## src/rtl/mem_pkg.sv

```systemverilog
// Shared constants for the memory port arbiter.
// State encoding and default widths.
package mem_pkg;
  localparam int DEF_ADDR_W   = 13;
  localparam int DEF_DATA_W   = 8;
  localparam int DEF_MAX_LOCK = 4;

  typedef logic [1:0] state_t;
  localparam state_t S_IDLE   = 2'd0;
  localparam state_t S_ACCESS = 2'd1;
  localparam state_t S_ACK    = 2'd2;
endpackage

```

## src/rtl/arb_lock_counter.sv

```systemverilog
// Grant decision for two ports: round-robin with a
// bounded lock that lets the last owner keep the memory.
module arb_lock_counter
  import mem_pkg::*;
#(
  parameter int MAX_LOCK = DEF_MAX_LOCK
) (
  input  logic       clk,
  input  logic       rst,
  input  logic [1:0] req_i,
  input  logic [1:0] lock_i,
  input  logic       last_i,
  input  logic       take_i,
  output logic       gnt_id_o,
  output logic       gnt_vld_o
);
  localparam int CW = $clog2(MAX_LOCK + 1);

  logic [CW-1:0] cnt_q, cnt_d;
  logic          keep;

  always_comb begin
    keep = lock_i[last_i] && req_i[last_i]
        && (cnt_q < CW'(MAX_LOCK));
    gnt_vld_o = |req_i;
    if (req_i == 2'b11) begin
      gnt_id_o = keep ? last_i : ~last_i;
    end else begin
      gnt_id_o = req_i[1];
    end
    // re-grant under lock counts up; anything else restarts the run
    if (gnt_id_o == last_i && lock_i[gnt_id_o]) begin
      cnt_d = (cnt_q < CW'(MAX_LOCK)) ? cnt_q + CW'(1) : cnt_q;
    end else begin
      cnt_d = CW'(1);
    end
  end

  always_ff @(posedge clk) begin
    if (rst) begin
      cnt_q <= '0;
    end else if (take_i && gnt_vld_o) begin
      cnt_q <= cnt_d;
    end
  end
endmodule

```

## src/rtl/mem_port_arbiter.sv

```systemverilog
// Two-port arbiter in front of a single-port memory.
// Fixed IDLE/ACCESS/ACK cycle per access.
module mem_port_arbiter
  import mem_pkg::*;
#(
  parameter int ADDR_W   = DEF_ADDR_W,
  parameter int DATA_W   = DEF_DATA_W,
  parameter int MAX_LOCK = DEF_MAX_LOCK
) (
  input  logic              clk,
  input  logic              rst,
  input  logic              req0,
  input  logic              req1,
  input  logic              we0,
  input  logic              we1,
  input  logic              lock0,
  input  logic              lock1,
  input  logic [ADDR_W-1:0] addr0,
  input  logic [ADDR_W-1:0] addr1,
  input  logic [DATA_W-1:0] wdata0,
  input  logic [DATA_W-1:0] wdata1,
  output logic              ack0,
  output logic              ack1,
  output logic [DATA_W-1:0] rdata,
  output logic              owner,
  output logic [ADDR_W-1:0] memAddress,
  output logic [DATA_W-1:0] memInData,
  output logic              memWriteEn,
  input  logic [DATA_W-1:0] memOutData
);
  state_t            state_q, state_d;
  logic              owner_q, owner_d;
  logic [DATA_W-1:0] rdata_q, rdata_d;
  logic              gnt_id, gnt_vld;

  arb_lock_counter #(
    .MAX_LOCK(MAX_LOCK)
  ) u_lock (
    .clk      (clk),
    .rst      (rst),
    .req_i    ({req1, req0}),
    .lock_i   ({lock1, lock0}),
    .last_i   (owner_q),
    .take_i   (state_q == S_IDLE),
    .gnt_id_o (gnt_id),
    .gnt_vld_o(gnt_vld)
  );

  always_ff @(posedge clk) begin
    if (rst) begin
      state_q <= S_IDLE;
      owner_q <= 1'b0;
      rdata_q <= '0;
    end else begin
      state_q <= state_d;
      owner_q <= owner_d;
      rdata_q <= rdata_d;
    end
  end

  always_comb begin
    state_d = state_q;
    owner_d = owner_q;
    rdata_d = rdata_q;
    case (state_q)
      S_IDLE: begin
        if (gnt_vld) begin
          state_d = S_ACCESS;
          owner_d = gnt_id;
        end
      end
      S_ACCESS: begin
        state_d = S_ACK;
        rdata_d = memOutData;
      end
      default: state_d = S_IDLE;
    endcase
  end

  always_comb begin
    memAddress = '0;
    memInData  = '0;
    memWriteEn = 1'b0;
    ack0       = 1'b0;
    ack1       = 1'b0;
    if (state_q == S_ACCESS) begin
      memAddress = owner_q ? addr1 : addr0;
      memInData  = owner_q ? wdata1 : wdata0;
      // a write never commits during a reset cycle
      memWriteEn = (owner_q ? we1 : we0) & ~rst;
    end
    if (state_q == S_ACK) begin
      ack0 = ~owner_q;
      ack1 = owner_q;
    end
  end

  assign rdata = rdata_q;
  assign owner = owner_q;
endmodule
```

## config.mk

```make
export PLATFORM = sky130hd
export DESIGN_NAME = mem_port_arbiter
export DESIGN_NICKNAME = d
export VERILOG_FILES = /design/src/rtl/mem_pkg.sv /design/src/rtl/arb_lock_counter.sv /design/src/rtl/mem_port_arbiter.sv
export SDC_FILE = /design/constraint.sdc
export NUM_CORES = 1
export LEC_CHECK = 0
export CAP_MARGIN = 40
export CORE_MARGIN = 2
export CORE_UTILIZATION = 32
export CTS_CLUSTER_DIAMETER = 40
export DETAILED_ROUTE_END_ITERATION = 10
export PLACE_DENSITY = 0.83
export SYNTH_ARGS = -nofsm -noshare
export SYNTH_HDL_FRONTEND = slang
export SYNTH_SLANG_ARGS = --single-unit
```

## constraint.sdc

```tcl
create_clock -name clk -period 2.7 [get_ports clk]
set_input_delay 0.54 -clock clk [delete_from_list [all_inputs] [get_ports clk]]
set_output_delay 0.54 -clock clk [all_outputs]
set_load 0.05 [all_outputs]
```

# Word-level counts from Yosys, hierarchy flattened
# Cells that the tools add are included.
# op_classes
bitwise_logic,3
magnitude_cmp,3
muxes,20
n_reduce_logical,8
eq_ne,6
n_addsub,1
# op_table
op,n
13-bit two-way mux,2
8-bit two-way mux,2
1-bit two-way mux,12
3-bit two-way mux,2
"2-bit equality test, second input constant",2
1-bit logical AND,4
"1-bit by 2-bit less-than comparator with 1-bit output, second input constant",2
"2-bit inequality test, second input constant",2
2-bit case mux with 2 select lines,1
2-bit AND reduction,2
"3-bit by 1-bit adder with 3-bit output, second input constant",1
"3-bit less-than comparator, second input constant",1
"2-bit by 1-bit equality test with 1-bit output, second input constant",1
2-bit zero test,1
2-bit two-way mux,1
1-bit NOT,2
2-bit OR reduction,1
1-bit bitwise AND,1
1-bit equality test,1
# totals
in_bits,58
reg_bits,14
out_inout_bits,33
elab_cells,45

# Logic depth before layout (Yosys ltp)
# Gate-level depths: netlist (run 1).
# logic_depth
ltp_word,11
ltp_mapped,5
ltp_nobuf,4

# Modules after synthesis
# Synthesis (run 1) repeated with hierarchy kept, for this count alone.
# unflattened
hier_cells,128
area_unflattened_um2,991.0
# modules_own_cells
mod,cells_per_inst,area_each_um2,n_inst,seq_area_each_um2
mem_port_arbiter,97,743.2,1,220.2
arb_lock_counter,31,247.7,1,60.1

# Worst setup path after synthesis (run 1)
# Ideal clock, no wire load.
# synth_timing
path_type,register -> output
start,register owner_q (netlist: owner)
end,output ack0
stages_incl_launch_ff,4
arrival_time_ns,2.072
setup_slack_ns,0.088
required_time_ns,2.160
path_buffers,2
path_cell_list,dfxtp_1 -> buf_4 -> buf_4 -> nor3b_1
# synth_between
elab_chain_cells,2
# synth_lines
item,line_no,text
from (decl),mem_port_arbiter.sv:32,"logic owner_q, owner_d;"
from (signal assigned),mem_port_arbiter.sv:56,owner_q <= owner_d;
1-bit NOT,mem_port_arbiter.sv:93,ack0 = ~owner_q;
1-bit two-way mux,mem_port_arbiter.sv:92,if (state_q == S_ACK) begin
to (decl),mem_port_arbiter.sv:22,"output logic ack0,"
# No other way between the ends.

# Worst setup path after layout (run 1)
# layout_timing
start,register state_q[1]
end,output memAddress[7]
# layout_between
elab_chain_cells,2
# layout_lines
item,line_no,text
from (decl),mem_port_arbiter.sv:31,"state_t state_q, state_d;"
from (signal assigned),mem_port_arbiter.sv:55,state_q <= state_d;
2-bit by 1-bit equality test with 1-bit output,mem_port_arbiter.sv:86,if (state_q == S_ACCESS) begin
13-bit two-way mux,mem_port_arbiter.sv:86,
to (decl),mem_port_arbiter.sv:26,"output logic [ADDR_W-1:0] memAddress,"
# No other way between the ends.

==> impl_metrics.ini, run 1 <==
[routing]
drt_wl_total_um = 3650
first_iter_violations = 62
wl_per_cell_um = 14.8
vias = 1251
ant_nets = 0
drcViolationCount = 3
drt-pass1-iter-count = 7
vias_per_cell = 5.06

[synth]
ys_dominant_reg_cell = dfxtp_1
synth_edf_count = 0
synth.area.top_cells = dfxtp_1 (29%), mux2i_1 (23%), nor2_1 (9.8%)
ys_ff_latch = 14
yosys_warnings = 0
synth_top_area_share_pct = 29.4
syn_area_um2 = 953
synth_fa_ha_area_share_pct = 1.31
synth_cells = 126
yosys.area_share.xor_xnor_pct = 0
avgSynthCellArea_um2 = 7.57
synth_compound_area_share_pct = 12.9
async_reset_ff_share_pct = 0
yosys.area_share.simple_pct = 27.8
synth_mux_area_share_pct = 23.1
synth-seq-area-share_pct = 29.4
yosys.area.top_type = dfxtp_1
synth.distinct_cells = 27
synth_top_family_by_area = simple AND/OR/NAND/NOR gates
syn_nets = 185

[floorplanning]
initial_utilization_pct = 34.0
io_pins = 91
die_h_um = 58.6
num_rows = 19
die-width_um = 58.6
core_mm2 = 0.00281
dieArea_mm2 = 0.00343

[setup_path]
crit_arrival_ns = 1.72
r2r_cells = 4
r2r_slack_ns = 1.22
rr_endpoint = rdata[2]
cp-end-kind = primary output
cp-start-kind = flip-flop
worstPathRequired_ns = 2.16
rr_startpoint = state_q[1]
crit_path_max_fanout = 14
worstSetupStartpoint = state_q[1]
critical_path_class = flip-flop to primary output

[global_route]
antenna_found_initial = 0
grt_pass1_vias = 1356
grt_max_degree = 20
grt_pass1_wl_um = 5640
grt_usage_pct = 21.0
grt-ovfl-total = 0

[cts]
clockBufferDepth = 2
ctsHtreeMaxLevel = 1
cts_root_buf = clkbuf_4
cts_setup_buffers = 0
clk_pin_slew_ns = 0.09
ctsResizeCount = 0
clk_latency_ns = 0.28
cts_buffers = 3
hold_buffers = 0
cts_tree = yes
clock-sinks = 14

[final_layout]
fin_util_pct = 76.9
drive_above_1_share_pct = 16.7
diodes = 0
mostFrequentLayoutCells = clkdlybuf4s50_1 (65), nor2_1 (25), buf_12 (24)
fin_nets = 276
syn2layout_area_growth_pct = 126
final_common_cell = clkdlybuf4s50_1

[timing]
final-max-slew-violation-count = 0
hold_violations = 0
finalSetupTns_ns = 0
setup_violations = 0
rsz0062_at_grt = false
slew_headroom_pct = 62.6
fin_crit_sh_pct = 83.8
period_needed_ns = 2.26
timing.fmax_mhz = 442
tightest_slew_ns = 0.560
clock_skew_ns = 0.0108

[outcome]
outcome = finished with violations
violations = DRC

[min_path]
hold_path.class = flip-flop to flip-flop
min_path_cells = 2
min_to = rdata[4]
worstHoldStart = rdata[4]

[power_and_ir_drop]
ir_drop_mv = 0.338
power.density_mw_per_mm2 = 386
p_leak_nw = 0.825

[placement]
dpl.hpwl_um = 2970
place.gp.congestion = 0.621
port_buffers = 90

[job]
maxCapViolCount = 0
cell type report:
type	instances	area, µm²
clock buffers	4	36.3
fillers	205	649
inverters	1	3.75
multi-input cells	102	621
flip-flops and latches	14	280
well taps	31	38.8
repair buffers	95	1180
logic make-up after synthesis:
family | count (synthesis)
adders and majority gates | 1
DFF | 14
and+or+nand+nor | 59
muxes | 22
buffers and inverters | 10
AOI/OAI and AO/OA | 20
power by group:
part / internal [mW] / switching (mW) / total [mW] / leakage, nW
clock: 0.0821 / 0.0678 / 0.150 / 0.0210
sequential: 0.221 / 0.0102 / 0.231 / 0.115
combinational: 0.225 / 0.226 / 0.451 / 0.689
total: 0.528 / 0.304 / 0.832 / 0.825
through the flow:
| step | hold slack (ns) | cell area (µm²) | setup slack (ns) | total power, mW | cells |
|---|---|---|---|---|---|
| CTS | 0.470 | 2160 | 0.424 | 0.837 | 247 |
| finish | 0.473 | 2160 | 0.437 | 0.832 | 247 |
| global placement | 0.443 | 2120 | 0.657 | 0.674 | 243 |
| global route | 0.495 | 2160 | 0.273 | 0.873 | 247 |
| detailed placement | 0.453 | 2120 | 0.627 | 0.687 | 243 |
| floorplan | 0.457 | 953 | 0.0884 | 0.456 | 126 |
critical path, stage by stage, from the launching register on:
cell and delay (ns):
dfxtp_1 0.35, nand2b_1 0.41, buf_4 0.31, nor2_1 0.20
buf_12 0.17
cell usage after synthesis, types with 2 or more instances:
cell type / number
nor2b_1: 4
buf_4: 3
clkbuf_1: 3
nand2_1: 18
a21oi_1: 10
nand2b_1: 4
mux2i_1: 22
nor3_1: 2
nor2_1: 25
buf_2: 3
o21ai_0: 3
dfxtp_1: 14
state kept, by name (all words and copies together), names as in the netlist:
| signal | cells |
|---|---|
| owner | 1 |
| state_q | 2 |
| rdata | 8 |
| u_lock.cnt_q | 3 |
worst max-delay path by stage:
stage / end / slack [ns]
after floorplan: ack0 / 0.09
after global placement: memWriteEn / 0.66
after detailed placement: memWriteEn / 0.63
after CTS: memAddress[6] / 0.42
after global routing: memAddress[12] / 0.27
final: memAddress[7] / 0.44
metal layers:
metal / vias up / wire length [µm] / track usage [%]
met5: - / 0 / 0
met4: 0 / 97 / 6.82
met3: 10 / 261 / 6.37
met2: 52 / 2120 / 41.6
met1: 574 / 1170 / 20.4
li1: 615 / - / -
No activity file was read; power rests on OpenSTA's default activity.
==> inputs of run 2 (changes only) <==
--- a/config.mk
+++ b/config.mk
@@ -7,10 +7,10 @@
 export LEC_CHECK = 0
 export CAP_MARGIN = 40
 export CORE_MARGIN = 2
-export CORE_UTILIZATION = 32
+export CORE_UTILIZATION = 27
 export CTS_CLUSTER_DIAMETER = 40
 export DETAILED_ROUTE_END_ITERATION = 10
-export PLACE_DENSITY = 0.83
+export PLACE_DENSITY = 0.74
 export SYNTH_ARGS = -nofsm -noshare
 export SYNTH_HDL_FRONTEND = slang
 export SYNTH_SLANG_ARGS = --single-unit
==> constraint.sdc (replaced) <==
create_clock -name clk -period 1.9 [get_ports clk]
set_input_delay 0.38 -clock clk [delete_from_list [all_inputs] [get_ports clk]]
set_output_delay 0.38 -clock clk [all_outputs]
set_load 0.05 [all_outputs]
==> run 2 against run 1 <==
Compared with the run above: critical path depth stayed put; highest routed layer is now met3; final cell count grew 6.1%; critical endpoint is now memWriteEn; combinational power rose by 48%; first-iteration DRC count down 48%; largest cell class unchanged; register-to-register slack got worse by 0.71 ns; the run now ends clean; sequential share of layout area fell by 0.46 points; via count fell by 2.3%; setup slack got worse by 0.35 ns; critical path type unchanged.
==> impl_metrics.ini, run 2 (synthesis gave the netlist of run 1 again) <==
[routing]
vias = 1222
drt_wl_total_um = 3660
vias_per_cell = 4.66
wl_per_cell_um = 14.0
ant_nets = 0
drt-pass1-iter-count = 4
first_iter_violations = 32
drcViolationCount = 0

[timing]
slew_headroom_pct = 64.2
hold_violations = 0
fin_crit_sh_pct = 95.3
tightest_slew_ns = 0.536
rsz0062_at_grt = false
finalSetupTns_ns = 0
timing.fmax_mhz = 552
setup_violations = 0
period_needed_ns = 1.81
clock_skew_ns = 0.00652
final-max-slew-violation-count = 0

[placement]
port_buffers = 90
dpl.hpwl_um = 3000
post_dp_cell_area_mm2 = 0.00221
place.gp.congestion = 0.733

[power_and_ir_drop]
power.density_mw_per_mm2 = 534
p_leak_nw = 0.834
ir_drop_mv = 0.375

[floorplanning]
die_h_um = 63.4
core_mm2 = 0.00336
io_pins = 91
dieArea_mm2 = 0.00402
die-width_um = 63.4
initial_utilization_pct = 28.3
num_rows = 21

[outcome]
outcome = finished clean

[global_route]
grt_max_degree = 19
grt-ovfl-total = 0
grt_pass1_wl_um = 5600
grt_usage_pct = 17.4
grt_pass1_vias = 1115
antenna_found_initial = 0

[final_layout]
mostFrequentLayoutCells = clkdlybuf4s50_1 (65), buf_12 (24), mux2i_1 (22)
drive_above_1_share_pct = 27.3
final_common_cell = clkdlybuf4s50_1
fin_area_mm2 = 0.00225
fin_util_pct = 67.0
diodes = 0
fin_nets = 276
syn2layout_area_growth_pct = 136
largest_register_ffs = 8
n_fill_cell = 289

[setup_path]
worstPathRequired_ns = 1.52
crit_path_max_fanout = 18
crit_arrival_ns = 1.43
cp-end-kind = primary output
cp-start-kind = flip-flop
critical_path_class = flip-flop to primary output

[cts]
ctsHtreeMaxLevel = 1
cts_root_buf = clkbuf_4
clock-sinks = 14
cts_tree = yes
cts_buffers = 3
clk_pin_slew_ns = 0.08
clk_latency_ns = 0.27
cts_setup_buffers = 0
clockBufferDepth = 2

[min_path]
hold_path.class = flip-flop to flip-flop

[job]
maxCapViolCount = 0
-- run 2: area by class of cell --
| class | count | area, µm² | share of cell area, % |
|---|---|---|---|
| Timing Repair Buffer | 95 | 1180 | 52.3 |
| Multi-Input combinational cell | 102 | 694 | 30.8 |
| Sequential cell | 14 | 283 | 12.5 |
| Tap cell | 46 | 57.6 | 2.55 |
| Clock buffer | 4 | 36.3 | 1.61 |
| Inverter | 1 | 3.75 | 0.166 |
-- run 2: final timing paths --
| check | from | to | slack (ns) | depth (start not counted) |
|---|---|---|---|---|
| max | owner | memWriteEn | 0.09 | 4 |
| max reg2reg | owner | u_lock.cnt_q[0] | 0.51 | 5 |
| min | rdata[7] | rdata[7] | 0.46 | 2 |
| min reg2reg | rdata[7] | rdata[7] | 0.46 | 2 |
-- run 2: critical path, stage by stage, from the launching register on --
cell and delay [ns]:
dfxtp_2 0.33, buf_4 0.27, mux2i_1 0.33, nor3_4 0.07
buf_12 0.15
-- run 2: metrics by stage --
step / hold slack (ns) / std cells / setup slack [ns] / power (mW)
global placement: 0.442 / 258 / 0.227 / 0.989
CTS: 0.460 / 262 / 0.0523 / 1.22
detailed placement: 0.448 / 258 / 0.152 / 1.00
floorplan: 0.457 / 126 / 0.0694 / 0.673
global route: 0.481 / 262 / 0.0133 / 1.26
finish: 0.456 / 262 / 0.0894 / 1.20
-- run 2: repair_timing --
item	4_1_cts	5_1_grt
gates resized for setup	1	2
endpoints found under the setup margin	12	7
hold buffers	0	0
-- run 2: power breakdown --
group | switching, mW | internal (mW) | total, mW | leakage [nW]
registers | 0.0149 | 0.315 | 0.330 | 0.115
logic | 0.336 | 0.332 | 0.668 | 0.697
clock network | 0.0906 | 0.116 | 0.207 | 0.0210
total | 0.442 | 0.763 | 1.20 | 0.834
-- run 2: per-layer routing --
metal	vias up	GRT usage (%)	wire, µm
li1	608	-	-
met1	553	23.1	1630
met2	61	28.9	1720
met3	0	4.64	306
met4	0	2.45	0
met5	-	0	0
